==> src/rtl/spi_word_slave.sv <==
// SPI mode-0 word slave oversampled in the system clock domain, full-duplex, buffered transmit.
// Optional feature macro SPI_OVERRUN_EN: rx_valid held until i_rx_ack, sticky o_rx_overrun.
module spi_word_slave #(
   parameter int unsigned WIDTH       = 8,
   parameter bit          MSB_FIRST   = 1'b1,
   parameter int unsigned SYNC_STAGES = 2
) (
   input  logic             i_clk,
   input  logic             i_rst_n,
   input  logic             i_sck,
   input  logic             i_sdi,
   output logic             o_sdo,
   input  logic             i_nss,
   output logic [WIDTH-1:0] o_rx_data,
   output logic             o_rx_valid,
`ifdef SPI_OVERRUN_EN
   input  logic             i_rx_ack,
`endif
   input  logic [WIDTH-1:0] i_tx_data,
   input  logic             i_tx_valid,
   output logic             o_tx_ready,
   output logic             o_busy,
   output logic             o_rx_overrun
);

   localparam int unsigned CntW = $clog2(WIDTH + 1);

   typedef enum logic [1:0] {StIdle, StLoad, StShift, StDone} state_e;

   logic [SYNC_STAGES-1:0] r_sck_sync;
   logic [SYNC_STAGES-1:0] r_sdi_sync;
   logic [SYNC_STAGES-1:0] r_nss_sync;
   logic                   r_sck_d;
   logic                   r_nss_d;

   logic w_sck_s, w_sdi_s, w_nss_s;
   logic w_sck_rise, w_sck_fall, w_nss_rise, w_nss_fall;

   state_e           r_state;
   logic [CntW-1:0]  r_bit_cnt;
   logic [WIDTH-1:0] r_tx_shift;
   logic [WIDTH-1:0] r_rx_shift;
   logic [WIDTH-1:0] r_rx_data;
   logic             r_rx_valid;
   logic [WIDTH-1:0] r_tx_buf;
   logic             r_tx_full;
   logic             r_sdo;

   logic [WIDTH-1:0] w_load_word;
   logic [WIDTH-1:0] w_tx_shifted;
   logic [WIDTH-1:0] w_rx_next;
   logic             w_sdo_load;
   logic             w_sdo_shift;
   logic             w_tx_write;

   always_ff @(posedge i_clk or negedge i_rst_n) begin
      if (!i_rst_n) begin
         r_sck_sync <= '0;
         r_sdi_sync <= '0;
         r_nss_sync <= '1;
         r_sck_d    <= 1'b0;
         r_nss_d    <= 1'b1;
      end else begin
         r_sck_sync <= {r_sck_sync[SYNC_STAGES-2:0], i_sck};
         r_sdi_sync <= {r_sdi_sync[SYNC_STAGES-2:0], i_sdi};
         r_nss_sync <= {r_nss_sync[SYNC_STAGES-2:0], i_nss};
         r_sck_d    <= w_sck_s;
         r_nss_d    <= w_nss_s;
      end
   end

   assign w_sck_s    = r_sck_sync[SYNC_STAGES-1];
   assign w_sdi_s    = r_sdi_sync[SYNC_STAGES-1];
   assign w_nss_s    = r_nss_sync[SYNC_STAGES-1];
   assign w_sck_rise = w_sck_s & ~r_sck_d;
   assign w_sck_fall = ~w_sck_s & r_sck_d;
   assign w_nss_rise = w_nss_s & ~r_nss_d;
   assign w_nss_fall = ~w_nss_s & r_nss_d;

   assign w_load_word = r_tx_full ? r_tx_buf : '0;
   assign w_tx_write  = i_tx_valid & ~r_tx_full;

   generate
      if (MSB_FIRST) begin : g_msb_first
         assign w_tx_shifted = {r_tx_shift[WIDTH-2:0], 1'b0};
         assign w_rx_next    = {r_rx_shift[WIDTH-2:0], w_sdi_s};
         assign w_sdo_load   = w_load_word[WIDTH-1];
         assign w_sdo_shift  = w_tx_shifted[WIDTH-1];
      end else begin : g_lsb_first
         assign w_tx_shifted = {1'b0, r_tx_shift[WIDTH-1:1]};
         assign w_rx_next    = {w_sdi_s, r_rx_shift[WIDTH-1:1]};
         assign w_sdo_load   = w_load_word[0];
         assign w_sdo_shift  = w_tx_shifted[0];
      end
   endgenerate

`ifdef SPI_OVERRUN_EN
   logic r_overrun;
`endif

   always_ff @(posedge i_clk or negedge i_rst_n) begin
      if (!i_rst_n) begin
         r_state    <= StIdle;
         r_bit_cnt  <= '0;
         r_tx_shift <= '0;
         r_rx_shift <= '0;
         r_rx_data  <= '0;
         r_rx_valid <= 1'b0;
         r_tx_buf   <= '0;
         r_tx_full  <= 1'b0;
         r_sdo      <= 1'b0;
`ifdef SPI_OVERRUN_EN
         r_overrun  <= 1'b0;
`endif
      end else begin
`ifdef SPI_OVERRUN_EN
         if (i_rx_ack) r_rx_valid <= 1'b0;
`else
         r_rx_valid <= 1'b0;
`endif
         if (w_nss_rise) begin
            // Deselect aborts any partial word; rx_data keeps the last complete word.
            r_state   <= StIdle;
            r_bit_cnt <= '0;
            r_sdo     <= 1'b0;
         end else begin
            unique case (r_state)
               StIdle: begin
                  r_sdo     <= 1'b0;
                  r_bit_cnt <= '0;
                  if (w_nss_fall) r_state <= StLoad;
               end
               StLoad: begin
                  r_tx_shift <= w_load_word;
                  r_sdo      <= w_sdo_load;
                  r_tx_full  <= 1'b0;
                  r_state    <= StShift;
               end
               StShift: begin
                  if (w_sck_rise) begin
                     r_rx_shift <= w_rx_next;
                     if (r_bit_cnt == CntW'(WIDTH - 1)) begin
                        r_rx_data  <= w_rx_next;
                        r_rx_valid <= 1'b1;
`ifdef SPI_OVERRUN_EN
                        if (r_rx_valid && !i_rx_ack) r_overrun <= 1'b1;
`endif
                        r_bit_cnt  <= '0;
                        r_state    <= StDone;
                     end else begin
                        r_bit_cnt <= r_bit_cnt + CntW'(1);
                     end
                  end else if (w_sck_fall) begin
                     r_tx_shift <= w_tx_shifted;
                     r_sdo      <= w_sdo_shift;
                  end
               end
               StDone: begin
                  // Next word starts on the trailing falling edge of the last bit.
                  if (w_sck_fall) r_state <= StLoad;
               end
            endcase
         end
         // A write can only land in an empty buffer, so it overrides the LOAD clear above.
         if (w_tx_write) begin
            r_tx_buf  <= i_tx_data;
            r_tx_full <= 1'b1;
         end
      end
   end

   assign o_sdo      = r_sdo;
   assign o_rx_data  = r_rx_data;
   assign o_rx_valid = r_rx_valid;
   assign o_tx_ready = ~r_tx_full;
   assign o_busy     = ~w_nss_s;
`ifdef SPI_OVERRUN_EN
   assign o_rx_overrun = r_overrun;
`else
   assign o_rx_overrun = 1'b0;
`endif

endmodule

==> config.mk <==
export PLATFORM = sky130hd
export DESIGN_NAME = spi_word_slave
export DESIGN_NICKNAME = d
export VERILOG_FILES = /design/src/rtl/spi_word_slave.sv
export SDC_FILE = /design/constraint.sdc
export NUM_CORES = 1
export LEC_CHECK = 0
export ABC_AREA = 1
export BUFFER_PORTS_ARGS = -buffer_cell sky130_fd_sc_hd__buf_2
export CAP_MARGIN = 25
export CELL_PAD_IN_SITES_DETAIL_PLACEMENT = 1
export CELL_PAD_IN_SITES_GLOBAL_PLACEMENT = 1
export CORE_ASPECT_RATIO = 1.25
export CORE_MARGIN = 5
export CORE_UTILIZATION = 44
export DETAILED_ROUTE_END_ITERATION = 6
export PLACE_DENSITY = 0.91
export SYNTH_ARGS = -nofsm -noshare
export SYNTH_HDL_FRONTEND = slang
export SYNTH_SLANG_ARGS = --single-unit
==> constraint.sdc <==
create_clock -name i_clk -period 1.8 [get_ports i_clk]
set_clock_uncertainty 0.2 [all_clocks]
set_input_delay 0.18 -clock i_clk [delete_from_list [all_inputs] [get_ports i_clk]]
set_output_delay 0.18 -clock i_clk [all_outputs]
set_load 0.02 [all_outputs]
-- Word-level counts from Yosys, hierarchy flattened
Cells that the tools add are included.
- bits in registers: 47
- bits of input ports: 14
- output and inout bits: 13
- word-level logic and storage cells: 76
- $add $sub $neg: 1
- equal/unequal tests: 13
- multiplexer cells: 25
- bitwise operators: 11
- reduce and logical (&&, ||, !) cells: 12
- operators by type and width (cell ; count):
    $ne 3x3->1 const B ; 6
    $mux 7 ; 2
    $pmux 7 s2 ; 1
    $mux 4 ; 3
    $reduce_and 4->1 ; 3
    $mux 1 ; 10
    $mux 2 ; 5
    $mux 8 ; 1
    $pmux 2 s4 ; 1
    $pmux 4 s2 ; 1
    $not 1->1 ; 6
    $reduce_and 3->1 ; 2
    $and 1x1->1 ; 5
    $add 4x1->4 const B ; 1
    $eq 2x2->1 const B ; 2
    $eq 4x3->1 const B ; 1
    $ne 2x2->1 const B ; 2
    $reduce_and 2->1 ; 2
    $reduce_bool 2->1 ; 2
    $reduce_bool 4->1 ; 1
    $pmux 1 s3 ; 1
    $reduce_bool 3->1 ; 1
    $eq 2x1->1 const B ; 1
    $logic_not 2->1 ; 1
    $ne 2x1->1 const B ; 1

-- Logic depth before layout (Yosys ltp)
Gate-level depths: netlist of the first run.
- depth in word-level cells: 6
- depth in mapped cells: 10
- depth with buffers taken out: 9

-- Least setup slack after synthesis of the first run
No wires, ideal clock.
- path type: register to register
- start: reg r_nss_d
- end: reg r_tx_shift[3]
- library setup time: 0.126 ns
- data arrival time: 1.300 ns
- data required time: 1.474 ns
- setup slack: 0.174 ns
- stages on the path, launching flop included: 8
- path buffers: 1
- period minus slack after synthesis: 1.626 ns
- cells stage by stage: dfstp_2 -> inv_1 -> ha_1 -> inv_1 -> nand2_1 -> a21oi_2 -> buf_4 -> o21ai_0
- cells in the longest elaborated chain, start to end: 4
- RTL lines (item ; RTL line ; text):
    from (decl) ; 34 ; logic r_nss_d;
    from (signal assigned) ; 68 ; r_nss_d <= w_nss_s;
    $not 1->1 ; 77 ; assign w_nss_rise = w_nss_s & ~r_nss_d;
    $and 1x1->1 ; 77 ;
    $not 1->1 (no source line) ; n/a ;
    $reduce_and 4->1 (no source line) ; n/a ;
    to (signal assigned) ; 134 ; r_tx_shift <= w_load_word;
    to (signal assigned) ; 154 ; r_tx_shift <= w_tx_shifted;
    to (decl) ; 41 ; logic [WIDTH-1:0] r_tx_shift;
No other way between the ends.
A chain may end at the register's enable or synchronous reset.

-- Worst setup path in the final report of the first run
- start: reg r_nss_d
- end: reg r_tx_shift[2]
The elaborated chain is that of the path after synthesis.

==> results_dict.tcl, run 1 <==
set metrics [dict create \
    ys_seq_elements 47 \
    cpMostUsedCell "inv_1" \
    clock_path_buffers 2 \
    cts.sink_count 47 \
    worst-path-buf-inv 3 \
    initial_core_util_pct 45.10 \
    core_mm2 0.004695 \
    slew_violations 0 \
    ioPinCount 27 \
    crit_family "flip-flops" \
    instances_no_fill 328 \
    placed_cell_area_mm2 0.002318 \
    vdd_ir_drop_max_mv 1.007 \
    final.min_clock_period_ns 1.780 \
    synth_warnings 0 \
    mostFrequentLayoutCells "nand2_1 (44), dfrtp_1 (44), inv_1 (32), buf_2 (25), nor2_1 (16)" \
    critical_path_class "reg -> reg" \
    drive_gt1_share_pct 25.37 \
    die_x_um 72.04 \
    synthTopCellsByArea "dfrtp_1 (52%), nand2_1 (8.0%), inv_1 (5.7%)" \
    antenna_left 0 \
    arrival_ns 1.79 \
    dp.cells 306 \
    fp-row-count 28 \
    drc 0 \
    cts.clk_slew.worst_paths_ns 0.10 \
    end_kind "register" \
    drt-vias-per-instance 5.195 \
    crit_slowest_cell "dfstp_2" \
    port_buffers 25 \
    p_per_area_mw_per_mm2 1468 \
    first_iter_violations 69 \
    syn_nets 244 \
    syn_inst 221 \
    area_growth_pct 23.82 \
    dr_total_vias 1704 \
    root_buffer "clkbuf_8" \
    grt_pass1_wl_mm 9.949 \
    total_power_mw 3.848 \
    final_cell_area_mm2 0.002621 \
    p_leak_nw 1.317 \
    status "completed" \
    first_pass_iters 4 \
    cts_buffers 5 \
    routed_wl_mm 6.360 \
    fill_cells 552 \
    grt_usage_pct 21.24 \
    grt_setup_unrepaired "true" \
    nets 290 \
    cp_max_fo 8 \
    required_ns 1.81 \
    ys_seq_area_share_pct 55.73 \
    fmax_ghz 0.5618 \
    path_cells "inv_1, ha_2, inv_1, nand2_2, a21oi_4, buf_6, nand2_1, o21ai_0" \
    hold_viol_final 0 \
    clk_latency_ns 0.31 \
    grt_start_max_net_pins 48 \
    cts_max_level 2 \
    hold_class "in -> async" \
    setup_viol 0 \
    avgSynthCellArea_um2 9.579 \
    yosys.area.top_type "dfrtp_1" \
    antennaDiodeCount 0 \
    crit_path_start_kind "register" \
    cts_tree "built" \
    place.gp.congestion 0.7576 \
    synth.top_cell.area_share_pct 52.01 \
    routedWlPerCell_um 19.39 \
    antenna_found_initial 0 \
    die_y_um 87.55 \
    overflow 0 \
    dp_hpwl_mm 3.640 \
    dieArea_mm2 0.006307 \
    final_min_period_over_clock_period_pct 98.89 \
    drv_cap 0 \
    slowest_delay_ns 0.54 \
    syn_area_mm2 0.002117 \
    grt_pass1_vias 1966 \
    ys_types 29 \
]
## worst paths after layout
check / from / end / slack, ns / cells after the start
worst max register to register: r_nss_d$_DFF_PN1_ / r_tx_shift[2]$_DFFE_PN0P_ / 0.02 / 8
worst max-delay path: r_nss_d$_DFF_PN1_ / r_tx_shift[2]$_DFFE_PN0P_ / 0.02 / 8
min in group i_clk: r_nss_sync[0]$_DFF_PN1_ / r_nss_sync[1]$_DFF_PN1_ / 0.16 / 0
max in group asynchronous: i_rst_n / r_nss_d$_DFF_PN1_ / 0.96 / 3
worst min-delay path: i_rst_n / r_tx_buf[6]$_DFFE_PN0P_ / 0.16 / 3
worst min register to register: r_nss_sync[0]$_DFF_PN1_ / r_nss_sync[1]$_DFF_PN1_ / 0.16 / 0
## layer usage
metal	vias up	share of wire (%)	track usage [%]
li1	786	-	-
met1	837	36	20.96
met2	52	54	40.38
met3	29	3.1	4.133
met4	0	6.7	12.82
met5	-	0	0
## flip-flops by register name, indices dropped and copies added, names as in the netlist
register and count:
o_rx_data 8, o_rx_valid 1, o_sdo 1, r_bit_cnt 4, r_nss_d 1, r_nss_sync 2
r_rx_shift 7, r_sck_d 1, r_sck_sync 2, r_sdi_sync 2, r_state 2, r_tx_buf 8
r_tx_full 1, r_tx_shift 7
## cell usage after synthesis
cell     instances
xor2_1           1
nor2_4           2
dfrtp_1         44
a21oi_1         10
nand2_4          1
o21ai_2          7
inv_4            1
buf_4            3
a31oi_1          1
nor4_1           1
o22ai_1          3
nand2_1         45
buf_6            3
o21ai_1          7
ha_1             9
conb_1           1
nand3_2          1
nand2_2          2
dfstp_2          3
nor3_1           1
mux2_2           2
nand4_1          2
nor2_1          17
o21ai_0         11
inv_1           32
a22oi_1          3
nand3_1          6
or2_2            1
a21oi_2          1
## repair_timing
item	in CTS	in global routing
hold buffers	13	0
gates resized for setup	0	15
endpoints found under the setup margin	0	22
endpoints found under the hold margin	59	0
setup buffers	0	1
## area by class of cell
type                    instances  area, um2  share of cell area (%)
clock buffers                   5      68.82                   2.625
clock inverters                 3      46.29                   1.766
inverters                      33      126.4                   4.821
multi-input cells             135      797.0                   30.41
flip-flops and latches         47       1180                   45.01
well taps                      60      75.07                   2.864
repair buffers                 45      327.8                   12.51
## kinds of logic (layout without fill, tap and decap cells)
group | Yosys count | after routing | share of synthesized area [%]
compound gates | 43 | 43 | 12.18
xor+xnor | 1 | 1 | 0.4138
fa+ha+maj | 9 | 9 | 5.319
buf+inv | 39 | 86 | 8.629
flops | 47 | 47 | 55.73
mux | 2 | 2 | 1.064
other cells | 1 | 1 | 0.1771
simple gates | 79 | 79 | 16.49
## stage by stage
step,util [%],setup slack [ns],TNS (ns),hold slack (ns)
global route,55.84,-0.02576,-0.09356,0.1650
detailed placement,49.39,0.05353,0,-0.02050
global placement,49.39,0.1249,0,-0.02201
finish,55.84,0.01990,0,0.1590
floorplan,-,0.1739,0,-0.3156
CTS,54.61,0.0001309,0,0.1610
## where the power goes
group          total (mW)  switching, mW  internal (mW)
clock               0.818          0.399          0.419
combinational        1.51          0.963          0.545
sequential           1.52          0.194           1.33
total                3.85           1.56           2.29
## tightest hold or removal path, stage by stage
cell	delay (ns)
dlygate4sd3_1	0.51
buf_2	0.12
buf_12	0.24
Note: power is estimated with default switching activity, not from simulation.
==> run 2, diff against run 1 <==
--- a/config.mk
+++ b/config.mk
@@ -5,16 +5,16 @@
 export SDC_FILE = /design/constraint.sdc
 export NUM_CORES = 1
 export LEC_CHECK = 0
-export ABC_AREA = 1
 export BUFFER_PORTS_ARGS = -buffer_cell sky130_fd_sc_hd__buf_2
 export CAP_MARGIN = 25
 export CELL_PAD_IN_SITES_DETAIL_PLACEMENT = 1
 export CELL_PAD_IN_SITES_GLOBAL_PLACEMENT = 1
 export CORE_ASPECT_RATIO = 1.25
 export CORE_MARGIN = 5
-export CORE_UTILIZATION = 44
+export CORE_UTILIZATION = 46
+export CTS_CLUSTER_DIAMETER = 200
 export DETAILED_ROUTE_END_ITERATION = 6
-export PLACE_DENSITY = 0.91
+export PLACE_DENSITY = 0.9
 export SYNTH_ARGS = -nofsm -noshare
 export SYNTH_HDL_FRONTEND = slang
 export SYNTH_SLANG_ARGS = --single-unit
==> results_dict.tcl, run 2 <==
set metrics [dict create \
    slew_headroom_pct 60.47 \
    yosys-top-cells-count "dfrtp_1 (44), mux2_2 (16), nor2_1 (12)" \
    final.min_clock_period_ns 2.034 \
    initial_core_util_pct 46.64 \
    dp.cells 253 \
    place.gp.congestion 0.8979 \
    synth_most_common_cell "dfrtp_1" \
    cts.sink_count 47 \
    syn_area_mm2 0.002017 \
    clk_latency_ns 0.32 \
    p_leak_nw 1.364 \
    final_util_pct 65.19 \
    ioPinCount 27 \
    startpoint "r_nss_sync[1]$_DFF_PN1_" \
    grt_pass1_wl_mm 8.611 \
    die_x_um 69.23 \
    drive_gt1_share_pct 48.88 \
    area_growth_pct 39.76 \
    fill_cells 459 \
    yosys.area.top_type "dfrtp_1" \
    mostFrequentLayoutCells "dfrtp_1 (43), buf_2 (25), buf_4 (22), mux2_4 (15), dlygate4sd3_1 (13)" \
    dr_total_vias 1520 \
    dieArea_mm2 0.005817 \
    instances_no_fill 281 \
    avgSynthCellArea_um2 12.93 \
    cts_buffers 5 \
    hold_viol_final 0 \
    dp_hpwl_mm 3.300 \
    grt_start_max_net_pins 48 \
    hold_class "reg -> reg" \
    pre_cts_ws_ns -0.1774 \
    fp-row-count 27 \
    synthArstFlopShare_pct 100.0 \
    grt_setup_unrepaired "true" \
    yosys_most_used_dff "dfrtp_1" \
    antenna_left 0 \
    synth_warnings 0 \
    drc 0 \
    setup_viol 21 \
    setup_ws_ns -0.2337 \
    routedWlPerCell_um 20.84 \
    cts_tree "built" \
    core_mm2 0.004324 \
    first_iter_violations 38 \
    synthTopCellsByArea "dfrtp_1 (55%), mux2_2 (8.9%), ha_1 (5.6%)" \
    first_pass_iters 4 \
    vdd_ir_drop_max_mv 0.8565 \
    placed_cell_area_mm2 0.002362 \
    status "finished, violations left" \
    ys_seq_area_share_pct 58.50 \
    cts_max_level 2 \
    final_min_period_over_clock_period_pct 113.0 \
    fmax_ghz 0.4917 \
    multi_input_area_um2 964.7 \
    cts.clk_slew.worst_paths_ns 0.09 \
    required_ns 1.82 \
    port_buffers 25 \
    arrival_ns 2.06 \
    tightest_slew_ns 0.5930 \
    violations "negative setup slack" \
    final_cell_area_mm2 0.002819 \
    end_kind "register" \
    overflow 0 \
    worst_hold_startpoint "r_sdi_sync[0]$_DFF_PN0_" \
    ys_seq_elements 47 \
    seqCellArea_mm2 0.001181 \
    r2r-start "r_nss_sync[1]$_DFF_PN1_" \
    synth.top_cell.area_share_pct 54.59 \
    p_per_area_mw_per_mm2 1436 \
    root_buffer "clkbuf_8" \
    grt_pass1_vias 1680 \
    antennaDiodeCount 0 \
    crit_path_start_kind "register" \
    synth_edf_count 0 \
    routed_wl_mm 5.856 \
    cp_max_fo 3 \
    syn_nets 179 \
    die_y_um 84.03 \
    nets 245 \
    grt_usage_pct 19.30 \
    syn_inst 156 \
    antenna_found_initial 0 \
    ys_types 37 \
    final_common_cell "dfrtp_1" \
    critical_path_class "reg -> reg" \
    clock_path_buffers 2 \
    slew_violations 0 \
    drv_cap 0 \
    fin_setup_tns_ns -2.212 \
    drt-vias-per-instance 5.409 \
]
==> run 2: cell count changes after synthesis, moves of 4 or more <==
cell and change:
mux2_1 +9, o21ai_2 -7, o21ai_1 -6, nand3_1 -5
nor2_1 -5, inv_1 -24, mux2_2 +14, o21ai_0 -8
nand2b_1 +4, nand2_1 -42
==> run 2: where the power goes <==
part	switching, mW	total (mW)	internal, mW	leakage, nW
sequential	0.226	1.57	1.34	0.589
clock	0.398	0.676	0.278	0.0408
combinational	0.925	1.80	0.878	0.734
total	1.55	4.05	2.50	1.36
==> run 2: worst paths after layout <==
check | to | slack (ns) | cells past startpoint
setup / recovery | r_state[1]$_DFFE_PN0P_ | -0.23 | 6
hold / removal | r_sdi_sync[1]$_DFF_PN0_ | 0.15 | 0
setup reg to reg | r_state[1]$_DFFE_PN0P_ | -0.23 | 6
hold reg to reg | r_sdi_sync[1]$_DFF_PN0_ | 0.15 | 0
max in group asynchronous | r_state[1]$_DFFE_PN0P_ | 0.67 | 3
min in group asynchronous | r_rx_shift[6]$_DFFE_PN0P_ | 0.28 | 3
==> run 2: cells by family after synthesis <==
family / synth area share [%]
flops: 58.50
other cells: 0.1859
fa+ha+maj: 5.583
simple gates: 9.119
compound gates: 9.119
buf+inv: 3.039
mux: 14.45
==> run 2: worst max-delay path, cell delays in order, from the launching register on <==
cell and delay, ns:
dfstp_2 0.61, ha_4 0.18, inv_4 0.04, a32o_2 0.25, a311oi_4 0.26, buf_4 0.19
mux2i_1 0.21
==> run 2: cell type report <==
class	instances	area share, %
Clock inverter	3	0.8433
Timing Repair Buffer	64	16.64
Clock buffer	5	2.441
Multi-Input combinational cell	95	34.22
Tap cell	58	2.574
Sequential cell	47	41.90
Inverter	9	1.376
==> run 2: layer usage <==
metal,track usage [%],wire length [um]
met1,18.84,1993
met3,4.819,217
met2,37.15,3299
met4,8.881,345
met5,0,0
==> run 2: metrics by stage <==
stage	power (mW)	hold WS, ns
floorplan	2.327	-0.3156
global placement	2.705	0.08531
detailed placement	2.860	0.08808
CTS	3.747	0.1580
global route	4.253	0.1631
finish	4.048	0.1537
==> run 2: what timing repair did <==
item / CTS / global route
pin swaps: 2 / 0
setup endpoints to repair: 26 / 28
hold buffers: 13 / 0
gates resized for setup: 21 / 26
hold endpoints to repair: 56 / 0
setup buffers: 2 / 4
cloned: 0 / 1
==> run 3, diff against run 2 <==
--- a/config.mk
+++ b/config.mk
@@ -7,7 +7,7 @@
 export LEC_CHECK = 0
 export BUFFER_PORTS_ARGS = -buffer_cell sky130_fd_sc_hd__buf_2
 export CAP_MARGIN = 25
-export CELL_PAD_IN_SITES_DETAIL_PLACEMENT = 1
+export CELL_PAD_IN_SITES_DETAIL_PLACEMENT = 0
 export CELL_PAD_IN_SITES_GLOBAL_PLACEMENT = 1
 export CORE_ASPECT_RATIO = 1.25
 export CORE_MARGIN = 5
==> results_dict.tcl, run 3 (synthesis gave the netlist of run 2 again) <==
set metrics [dict create \
    required_ns 1.78 \
    fill_cells 361 \
    place.gp.congestion 0.8979 \
    hold_viol_final 0 \
    arrival_ns 2.00 \
    power.internal_mw 2.468 \
    r2r-start "r_nss_sync[1]$_DFF_PN1_" \
    pwr-share-seq_pct 40.7 \
    initial_core_util_pct 46.64 \
    setup_viol 15 \
    dp.cells 253 \
    antenna_found_initial 0 \
    p_leak_nw 1.337 \
    reg2reg_to "r_bit_cnt[3]$_DFFE_PN0P_" \
    critical_path_class "reg -> reg" \
    area_growth_pct 36.60 \
    mostFrequentLayoutCells "dfrtp_1 (43), buf_2 (26), buf_4 (23), mux2_2 (16), dlygate4sd3_1 (13)" \
    cts_buffers 5 \
    seqCellArea_mm2 0.001181 \
    hold_depth 0 \
    clock_path_buffers 2 \
    port_buffers 25 \
    dieArea_mm2 0.005817 \
    grt_pass1_wl_mm 6.872 \
    drc 0 \
    cts_max_level 2 \
    clk_latency_ns 0.30 \
    drv_cap 0 \
    dr_total_vias 1423 \
    die_y_um 84.03 \
    routed_wl_mm 4.225 \
    worst-r2r-setup-slack_ns -0.21 \
    routedWlPerCell_um 14.93 \
    antennaDiodeCount 0 \
    slew_violations 0 \
    grt_pass1_vias 1461 \
    combPwrFrac_pct 41.5 \
    drive_gt1_share_pct 45.33 \
    hold_class "reg -> reg" \
    holdPathEnd "r_sck_sync[1]$_DFF_PN0_" \
    cp_max_fo 3 \
    grt_setup_unrepaired "true" \
    rr_worst_depth 6 \
    core_mm2 0.004324 \
    nets 247 \
    cts_tree "built" \
    status "finished, violations left" \
    swShare_pct 34.39 \
    final.min_clock_period_ns 2.013 \
    p_sw_mw 1.293 \
    grt_start_max_net_pins 48 \
    end_kind "register" \
    final_min_period_over_clock_period_pct 111.8 \
    cts.clk_slew.worst_paths_ns 0.09 \
    antenna_left 0 \
    first_iter_violations 38 \
    crit_path_start_kind "register" \
    first_pass_iters 4 \
    slew_headroom_pct 62.15 \
    cts.sink_count 47 \
    root_buffer "clkbuf_8" \
    overflow 0 \
    final_common_cell "dfrtp_1" \
    vdd_ir_drop_max_mv 0.9479 \
    multi_input_area_um2 890.9 \
    ioPinCount 27 \
    worst_hold_slack_ns 0.1588 \
    fp-row-count 27 \
    violations "negative setup slack" \
    drt-vias-per-instance 5.028 \
    worst_hold_startpoint "r_sck_sync[0]$_DFF_PN0_" \
    die_x_um 69.23 \
    fmax_ghz 0.4969 \
    tightest_slew_ns 0.5678 \
    grt_usage_pct 14.68 \
    dp_hpwl_mm 2.716 \
    p_per_area_mw_per_mm2 1365 \
    pwr-share-clk_pct 17.8 \
    setup_ws_ns -0.2126 \
    instances_no_fill 283 \
]
==> run 3: changes by cell type in the layout (fill, tap and decap cells not counted), moves of 3 or more <==
cell	before	now
mux2_4	15	1
mux2_1	1	8
mux2_2	9	16
o21ai_1	0	4
inv_2	0	3
==> run 3: how the worst max path moves through the flow <==
stage / startpoint / to / cells after the start
floorplan: r_nss_sync[1]$_DFF_PN1_ / r_state[0]$_DFFE_PN0P_ / 5
global placement: r_nss_sync[1]$_DFF_PN1_ / r_state[0]$_DFFE_PN0P_ / 5
detailed placement: r_nss_sync[1]$_DFF_PN1_ / r_state[0]$_DFFE_PN0P_ / 5
CTS: r_nss_sync[1]$_DFF_PN1_ / r_state[0]$_DFFE_PN0P_ / 5
global route: r_nss_sync[1]$_DFF_PN1_ / r_bit_cnt[3]$_DFFE_PN0P_ / 6
finish: r_nss_sync[1]$_DFF_PN1_ / r_bit_cnt[3]$_DFFE_PN0P_ / 6
==> run 3: metal layers <==
metal	GRT usage (%)	vias to the layer above	part of all wire, %
li1	-	680	-
met1	16.96	707	39
met2	25.78	30	55
met3	3.976	6	4.2
met4	5.329	0	1.5
met5	0	-	0
==> run 3: area by class of cell <==
cell class / instances / area share, %
sequential: 47 / 42.87
multi-input combinational: 95 / 32.33
timing repair buffer: 66 / 17.35
clock buffer: 6 / 2.997
tap: 58 / 2.634
inverter: 9 / 1.317
clock inverter: 2 / 0.4995
==> run 3: through the flow <==
step | utilization [%] | instance area [um2] | setup WS [ns] | TNS [ns] | total power, mW
finish | 63.72 | 2755 | -0.2126 | -1.040 | 3.761
global route | 63.72 | 2755 | -0.2540 | -1.961 | 4.017
CTS | 60.82 | 2630 | -0.1421 | -0.7996 | 3.552
detailed placement | 54.63 | 2362 | -0.1305 | -0.5661 | 2.788
global placement | 54.63 | 2362 | -0.06374 | -0.1739 | 2.705
floorplan | - | 2053 | -0.09403 | -0.09403 | 2.327
==> run 3: power groups by stage <==
| stage | registers, mW | clock network (mW) | logic, mW |
|---|---|---|---|
| after floorplan | 1.51 | 0 | 0.822 |
| after global placement | 1.52 | 0 | 1.18 |
| after detailed placement | 1.54 | 0 | 1.25 |
| after CTS | 1.52 | 0.684 | 1.35 |
| after global routing | 1.56 | 0.738 | 1.72 |
| final | 1.53 | 0.669 | 1.56 |
==> run 3: what timing repair did <==
item / in CTS / in global routing
endpoints found under the setup margin: 10 / 26
setup buffers: 3 / 5
pin swaps: 5 / 5
gates cloned: 0 / 1
hold buffers: 13 / 0
resized for setup: 6 / 19
hold endpoints to repair: 56 / 0
==> run 3: critical path, cell delays in order (launching register included) <==
cell	delay [ns]
dfstp_2	0.60
ha_4	0.16
buf_4	0.12
nor3_2	0.03
a31o_1	0.21
or2_4	0.27
o41ai_4	0.32
